<file path="src/rtl/riscy_trace_pkg.sv">
// Shared constants and the default trace-entry layout for the execution-trace monitor.
package riscy_trace_pkg;

  localparam logic MODE_STOP = 1'b0;
  localparam logic MODE_RING = 1'b1;

  localparam int DEF_STATE_W    = 3;
  localparam int DEF_DATA_W     = 32;
  localparam int DEF_TS_W       = 32;
  localparam int DEF_TRIG_STATE = 3;  // core execute state

  typedef struct packed {
    logic [DEF_TS_W-1:0]   ts;
    logic [DEF_DATA_W-1:0] pc;
    logic [DEF_DATA_W-1:0] instr;
  } trace_entry_t;

endpackage

</file>
<file path="src/rtl/trace_fifo.sv">
// Show-ahead FIFO with optional overwrite-oldest on push into a full buffer.
module trace_fifo #(
  parameter int DEPTH = 16,
  parameter int WIDTH = 96
) (
  input  logic                     clk,
  input  logic                     rst,
  input  logic                     clear,
  input  logic                     push,
  input  logic                     pop,
  input  logic                     overwrite,
  input  logic [WIDTH-1:0]         data,
  output logic [WIDTH-1:0]         head,
  output logic [$clog2(DEPTH):0]   count,
  output logic                     full,
  output logic                     empty
);
  localparam int AW = $clog2(DEPTH);
  localparam logic [AW:0] FULL_CNT = (AW+1)'(DEPTH);

  logic [WIDTH-1:0] mem [DEPTH];
  logic [AW-1:0]    wr_ptr, rd_ptr;
  logic             do_pop, do_push, ovw;

  assign empty   = (count == '0);
  assign full    = (count == FULL_CNT);
  assign do_pop  = pop & ~empty;
  // overwrite drops the oldest entry by advancing the read pointer alongside the write
  assign ovw     = push & full & ~do_pop & overwrite;
  assign do_push = push & (~full | do_pop | overwrite);
  assign head    = mem[rd_ptr];

  always_ff @(posedge clk or posedge rst) begin
    if (rst) begin
      wr_ptr <= '0;
      rd_ptr <= '0;
      count  <= '0;
    end else if (clear) begin
      wr_ptr <= '0;
      rd_ptr <= '0;
      count  <= '0;
    end else begin
      if (do_push) wr_ptr <= wr_ptr + 1'b1;
      if (do_pop | ovw) rd_ptr <= rd_ptr + 1'b1;
      case ({do_push, do_pop | ovw})
        2'b10:   count <= count + 1'b1;
        2'b01:   count <= count - 1'b1;
        default: count <= count;
      endcase
    end
  end

  always_ff @(posedge clk) begin
    if (do_push & ~clear) mem[wr_ptr] <= data;
  end

endmodule

</file>
<file path="src/rtl/exec_trace_capture.sv">
// Captures {timestamp, pc, instr} on each entry into the trigger state and drains via valid/ready.
module exec_trace_capture
  import riscy_trace_pkg::*;
#(
  parameter int STATE_W    = DEF_STATE_W,
  parameter int DATA_W     = DEF_DATA_W,
  parameter int TS_W       = DEF_TS_W,
  parameter int DEPTH      = 16,
  parameter int TRIG_STATE = DEF_TRIG_STATE,
  parameter int RESET_PREV = 1
) (
  input  logic                   CLK,
  input  logic                   RESET,
  input  logic                   enable,
  input  logic                   mode,
  input  logic                   clear,
  input  logic [STATE_W-1:0]     state_in,
  input  logic [DATA_W-1:0]      pc_in,
  input  logic [DATA_W-1:0]      instr_in,
  output logic                   rd_valid,
  input  logic                   rd_ready,
  output logic [TS_W-1:0]        rd_ts,
  output logic [DATA_W-1:0]      rd_pc,
  output logic [DATA_W-1:0]      rd_instr,
  output logic [$clog2(DEPTH):0] count,
  output logic [15:0]            drop_count
);
  typedef struct packed {
    logic [TS_W-1:0]   ts;
    logic [DATA_W-1:0] pc;
    logic [DATA_W-1:0] instr;
  } entry_t;

  localparam logic [STATE_W-1:0] TRIG = STATE_W'(TRIG_STATE);
  localparam logic [STATE_W-1:0] PREV_INIT = STATE_W'(RESET_PREV);

  logic [TS_W-1:0]    ts;
  logic [STATE_W-1:0] prev_state;
  logic               trig, push, drop, full, empty;
  entry_t             new_entry, head_entry, last_head, shown;

  assign trig      = enable & (state_in == TRIG) & (prev_state != TRIG);
  assign push      = trig & ~clear;
  assign new_entry = '{ts: ts, pc: pc_in, instr: instr_in};
  // a full buffer loses something on push unless a pop frees a slot in the same cycle
  assign drop      = push & full & ~(rd_ready & ~empty);

  always_ff @(posedge CLK or posedge RESET) begin
    if (RESET) begin
      ts         <= '0;
      prev_state <= PREV_INIT;
    end else begin
      ts         <= ts + 1'b1;
      prev_state <= state_in;
    end
  end

  always_ff @(posedge CLK or posedge RESET) begin
    if (RESET) begin
      drop_count <= '0;
    end else if (clear) begin
      drop_count <= '0;
    end else if (drop && drop_count != 16'hFFFF) begin
      drop_count <= drop_count + 16'd1;
    end
  end

  trace_fifo #(
    .DEPTH (DEPTH),
    .WIDTH ($bits(entry_t))
  ) u_fifo (
    .clk       (CLK),
    .rst       (RESET),
    .clear     (clear),
    .push      (push),
    .pop       (rd_ready),
    .overwrite (mode == MODE_RING),
    .data      (new_entry),
    .head      (head_entry),
    .count     (count),
    .full      (full),
    .empty     (empty)
  );

  // keep the last presented head visible once the buffer drains
  always_ff @(posedge CLK or posedge RESET) begin
    if (RESET) begin
      last_head <= '0;
    end else if (!empty) begin
      last_head <= head_entry;
    end
  end

  assign shown    = empty ? last_head : head_entry;
  assign rd_valid = ~empty;
  assign rd_ts    = shown.ts;
  assign rd_pc    = shown.pc;
  assign rd_instr = shown.instr;

endmodule

</file>
<file path="config.mk">
export PLATFORM = sky130hd
export DESIGN_NAME = exec_trace_capture
export DESIGN_NICKNAME = d
export VERILOG_FILES = /design/src/rtl/riscy_trace_pkg.sv /design/src/rtl/trace_fifo.sv /design/src/rtl/exec_trace_capture.sv
export SDC_FILE = /design/constraint.sdc
export NUM_CORES = 2
export LEC_CHECK = 0
export BUFFER_PORTS_ARGS = -buffer_cell sky130_fd_sc_hd__buf_2
export CAP_MARGIN = 5
export CORE_MARGIN = 3
export CORE_UTILIZATION = 53
export DETAILED_ROUTE_END_ITERATION = 7
export HOLD_SLACK_MARGIN = 0.03
export PLACE_DENSITY = 0.7
export SLEW_MARGIN = 20
export SYNTH_ARGS = -nofsm -noshare
export SYNTH_HDL_FRONTEND = slang
export SYNTH_SLANG_ARGS = --single-unit
export TNS_END_PERCENT = 20
</file>
<file path="constraint.sdc">
create_clock -name CLK -period 29.1 [get_ports CLK]
set_input_delay 4.365 -clock CLK [delete_from_list [all_inputs] [get_ports CLK]]
set_output_delay 4.365 -clock CLK [all_outputs]
set_load 0.1 [all_outputs]
</file>
-- Yosys cells after proc, flatten, opt, wreduce, memory -nomap -nowiden
Memory sizes are Yosys's and may differ from the RTL's.
Cells that the tools add are included.
- $add $sub $neg: 6
- $mul: 0
- divide/modulo/power cells: 0
- order comparisons: 0
- equality and inequality tests: 6
- shift-type cells: 0
- mux-type cells: 11
- bitwise gates (word level): 16
- reductions and logical operators: 6
- operator list (kind ; number):
    2-to-1 mux 96 bit ; 1
    adder 32 x 1 -> 32 bit (second input constant) ; 1
    2-to-1 mux 16 bit ; 2
    adder 16 x 1 -> 16 bit (second input constant) ; 1
    2-to-1 mux 4 bit ; 4
    inequality test 16 bit (second input constant) ; 1
    one-hot mux 5 bit (2 select lines) ; 1
    AND 1 bit ; 9
    adder 4 x 1 -> 4 bit (second input constant) ; 2
    nonzero test 2 bit ; 3
    adder 5 x 1 -> 5 bit (second input constant) ; 1
    == test 5 bit (second input constant) ; 1
    zero test 5 bit ; 1
    2-to-1 mux 5 bit ; 1
    subtractor 5 x 1 -> 5 bit (second input constant) ; 1
    NOT 1 bit ; 4
    == test 3 x 2 -> 1 bit (second input constant) ; 1
    inequality test 3 x 2 -> 1 bit (second input constant) ; 1
    bitwise OR 1 bit ; 3
    nonzero test 3 bit ; 1
    == test 2 x 1 -> 1 bit (second input constant) ; 1
    == test 2 bit (second input constant) ; 1
    2-to-1 mux 1 bit ; 2
    logical AND 1 bit ; 1
- bits in registers: 160
- latch bits: 0
- memory bits (writable): 1536
- bits in read-only memories: 0
- input port bits: 73
- word-level logic and storage cells: 55
- memories: 1
- memory list (memory ; words ; bits a word ; read ports ; clocked after memory_dff ; wr ports ; line ; text):
    u_fifo.mem ; 16 ; 96 ; 1 ; 0 ; 1 ; trace_fifo.sv:21 ; logic [WIDTH-1:0] mem [DEPTH];

-- Depth between registers and ports, before layout
- depth after elaboration: 11
- mapped depth: 11
- depth with buffers taken out: 9

-- Hierarchy
From an unflattened synthesis, not the netlist that was laid out.
- cells, all modules: 3394
- area total of the unflattened synthesis: 65590.4 um2
- by module, submodules not included (module ; times used ; cells each ; area each (um2)):
    trace_fifo ; 1 ; 2965 ; 59708.5
    exec_trace_capture ; 1 ; 429 ; 5881.9

-- Least setup slack after synthesis
No wires, ideal clock.
- kind: input to register
- from: in state_in[2]
- to: mem u_fifo.mem[0][0], enable pin
- data arrival time: 14.386 ns
- required time: 28.313 ns
- path slack: 13.927 ns
- cell stages on the path: 5
- cell sequence: nand2b_1 nor4_1 clkbuf_1 o21ai_1 nor4_1
- word-level cells in the longest chain between the ends: 8
- ends and longest elaborated chain (what ; line ; text):
    start: declaration ; exec_trace_capture.sv:17 ; input logic [STATE_W-1:0] state_in,
    == test 3 x 2 -> 1 bit ; exec_trace_capture.sv:42 ; assign trig = enable & (state_in == TRIG) & (prev_state != TRIG);
    AND 1 bit (2 in series) ; exec_trace_capture.sv:42 ;
    AND 1 bit ; exec_trace_capture.sv:43 ; assign push = trig & ~clear;
    AND 1 bit ; trace_fifo.sv:30 ; assign do_push = push & (~full | do_pop | overwrite);
    AND 1 bit ; trace_fifo.sv:54 ; if (do_push & ~clear) mem[wr_ptr] <= data;
    2-to-1 mux 1 bit ; trace_fifo.sv:54 ;
    2-to-1 mux 1 bit (not written as such) ; trace_fifo.sv:54 ;
    end: declaration ; trace_fifo.sv:21 ;
No other way between the ends.

-- Final worst setup path
- from: reg u_fifo.rd_ptr[0]
- to: out rd_ts[11]
- word-level cells in the longest chain between the ends: 2
- ends and longest elaborated chain (what ; line ; text):
    start: declaration ; trace_fifo.sv:22 ; logic [AW-1:0] wr_ptr, rd_ptr;
    start signal: assignment ; trace_fifo.sv:44 ; if (do_pop | ovw) rd_ptr <= rd_ptr + 1'b1;
    memory (16 x 96 bit) ; - ;
    2-to-1 mux 96 bit ; exec_trace_capture.sv:94 ; assign shown = empty ? last_head : head_entry;
    end: declaration ; exec_trace_capture.sv:22 ; output logic [TS_W-1:0] rd_ts,
No other way between the ends.

==> run_results.csv <==
group,metric,value,unit
timing,tightest_slew,1.14,ns
placed_design,portBuffers,190,
worst_setup_path,path_cells,"buf_4 > buf_4 > buf_6 > mux4_2 > mux4_2 > mux2_2 > buf_2",
timing,finalClockSkew,0.0296,ns
drt,wl_per_cell,29.9,um
floorplan,ios,191,
drt,vias,29000,
timing,drv_slew,0,
clock_network,clk_latency,0.76,ns
worst_setup_path,end_kind,"output port",
clock_network,numClockSinks,1696,
worst_setup_path,cp-start-kind,"register",
timing,period_needed,9.53,ns
synth,ys.flop_type,"edfxtp_1",
clock_network,postCtsSetupRepairBufs,0,
global_routing,grt_overflow_total,0,
global_routing,antenna_found_initial,12,
synth,synth_cells,2658,
clock_network,cts_resized,0,
drt,drcViolationCount,0,
timing,setup_violations,0,
drt,routed_via_density,6.17,
power_and_ir_drop,combPwrFrac,0.309,
worst_setup_path,critPathMaxStageDelay,0.74,ns
floorplan,fp.dieH,354,um
clock_network,clockBufferDepth,3,
cells_and_area,area_delta_synth_final,13.5,%
clock_network,cts-root-buf,"clkbuf_16",
cells_and_area,layout_common_cells,"edfxtp_1 (1,536), mux4_2 (480), buf_2 (190), clkbuf_16 (172), dfrtp_1 (155)",
worst_setup_path,critPathBufInv,4,
synth,yosysUniqueCellTypes,49,
worst_hold_path,hp-class,"register to register",
placed_design,dp_hpwl,66.4,mm
timing,finalHoldViolCount,0,
timing,slew_headroom,0.242,
power_and_ir_drop,clockPowerShare,0.304,
timing,rsz0062_at_grt,"false",
global_routing,grt_pass1_vias,30600,
timing,setup-tns-final,0,ns
floorplan,dieArea,125000,um2
synth,yosysWarnings,0,
global_routing,grt_max_degree,175,
global_routing,grt_first_pass_wirelength,208,mm
run_status,status,"finished, final reports clean",
floorplan,rows,127,
drt,drtIter0Drc,2969,
cells_and_area,drive_above_1_share,0.356,
clock_network,h-tree-depth,4,
drt,drt-total-wl,140,mm
cells_and_area,final_common_cell,"edfxtp_1",
floorplan,die_width,354,um
synth,synthesis.area,64200,um2
power_and_ir_drop,power.internal,4.64,mW
drt,ant_nets,0,
synth,ys_seq_elements,1696,
worst_setup_path,crit_required,24.73,ns
power_and_ir_drop,power_leakage,22.4,nW
synth,synth-async-reset-ratio,0.0943,
worst_setup_path,critPathKind,"register to output port",
synth,synth-edff-count,1536,
clock_network,cts.clk_slew.worst_paths,0.06,ns
synth,synth.avg_cell_area,24.1,um2
power_and_ir_drop,p_per_area,97.8,nW/um2
power_and_ir_drop,switching_power,2.48,mW
power_and_ir_drop,switching_share,0.349,
timing,fmax,105,MHz
clock_network,numCtsBuffers,168,
drt,drt-pass1-iter-count,5,
power_and_ir_drop,ir_drop,0.132,mV
worst_setup_path,path_delay_family,"buffers and inverters",
clock_network,tritoncts,"yes",
cells_and_area,fin_nets,3014,
timing,post-route-period-util,0.327,
global_routing,grt_use_total,0.228,
floorplan,core,120000,um2
clock_network,cts-hold-fix-buffers,0,
synth,synth.net_count,2740,
flow_run,maxCapViolCount,0,
worst_setup_path,critPathMaxFanout,52,
power_and_ir_drop,p_seq_frac,0.387,
placed_design,dp_worst_setup_slack,19.51,ns
worst_setup_path,critPathSlowestCell,"buf_4",
floorplan,start_util,0.535,
worst_setup_path,worstPathArrival,5.16,ns
synth,ys_seq_area_frac,0.781,
timing,worst_slack,19.57,ns
placed_design,globalplace.congestion,0.727,
registers in the layout, indices dropped and copies added, names as in the netlist:
name,count
u_fifo.mem,1536
last_head,96
ts,32
drop_count,16
u_fifo.count,5
u_fifo.rd_ptr,4
u_fifo.wr_ptr,4
prev_state,3
logic make-up (layout without fill, tap and decap cells):
group | count (synthesis) | in the layout | synth area share
AO/OA/AOI/OAI | 56 | 56 | 0.00575
XOR/XNOR | 35 | 35 | 0.00478
adder cells (fa/ha/maj) | 9 | 9 | 0.00175
buffers and inverters | 148 | 564 | 0.00907
flip-flops | 1696 | 1696 | 0.781
multiplexers | 580 | 580 | 0.186
other | 0 | 8 | 0
AND/OR/NAND/NOR | 134 | 134 | 0.0115
power groups by stage:
| stage | registers (mW) | logic (mW) | clock network, mW |
|---|---|---|---|
| 6_report | 2.76 | 2.20 | 2.17 |
| 2_1_floorplan | 2.81 | 1.81 | 0 |
| 3_3_place_gp | 2.81 | 2.20 | 0 |
| 3_5_place_dp | 2.81 | 2.22 | 0 |
| 4_1_cts | 2.76 | 2.23 | 2.20 |
| 5_1_grt | 2.77 | 2.30 | 2.30 |
stage by stage:
| stage | hold WS [ns] | power, mW | instances | cell area, um2 | util |
|---|---|---|---|---|---|
| after floorplan | 0.516 | 4.63 | 2658 | 64200 | - |
| after global placement | 0.476 | 5.01 | 4371 | 67200 | 0.560 |
| after detailed placement | 0.484 | 5.03 | 4372 | 67200 | 0.560 |
| after CTS | 0.497 | 7.19 | 4684 | 72800 | 0.606 |
| after global routing | 0.509 | 7.37 | 4691 | 72800 | 0.607 |
| final | 0.491 | 7.12 | 4694 | 72800 | 0.607 |
final timing paths:
| check | from | endpoint | slack, ns | depth (start not counted) |
|---|---|---|---|---|
| min reg2reg | last_head[23] | last_head[23] | 0.49 | 1 |
| min in group asynchronous | RESET | last_head[24] | 3.64 | 2 |
| min | last_head[23] | last_head[23] | 0.49 | 1 |
| max reg2reg | u_fifo.count[1] | u_fifo.mem[7][69] | 24.70 | 7 |
| max | u_fifo.rd_ptr[0] | rd_ts[11] | 19.57 | 7 |
| max in group asynchronous | RESET | u_fifo.rd_ptr[2] | 24.01 | 3 |
cell usage after synthesis, drive strengths merged, types with 3 or more instances:
master,count,share of area
a21oi,17,0.0013
and2,10,0.00097
and3,3,0.00029
and4,3,0.00041
buf,44,0.0030
clkbuf,87,0.0051
dfrtp,159,0.062
edfxtp,1536,0.72
ha,9,0.0018
inv,17,0.00099
mux2,97,0.017
mux2i,3,0.00047
mux4,480,0.17
nand2,17,0.00099
nand3,23,0.0018
nand4,13,0.0013
nor2,21,0.0012
nor3,7,0.00055
nor4,7,0.00068
o21ai,13,0.0010
o31ai,9,0.0011
or2,5,0.00049
or3,6,0.00058
or4,11,0.0013
xnor2,26,0.0035
xor2,9,0.0012
worst register-to-register path, stage by stage, from the launching register on:
cell and delay, ns:
dfrtp_1 0.50, or4_4 0.20, or3b_1 0.32, o21ai_1 0.30, nor3b_1 0.53, and2_4 0.59
buf_4 0.66, buf_4 0.86
cell type report:
type	instances	area, um2
Sequential cell	1696	50100
Clock inverter	81	856
Tap cell	1612	2020
Fill cell	8010	47100
Clock buffer	231	4730
Antenna cell	8	20.0
Timing Repair Buffer	235	1470
Multi-Input combinational cell	814	13500
Inverter	17	71.3
layer usage:
metal  track usage  vias to the layer above  part of all wire
li1              -                    11900                 -
met5             0                        -          0.000057
met4        0.0707                        2             0.024
met3        0.0404                      214             0.066
met2         0.382                     1128              0.52
met1         0.310                    15700              0.39
Note: power is estimated with default switching activity, not from simulation.
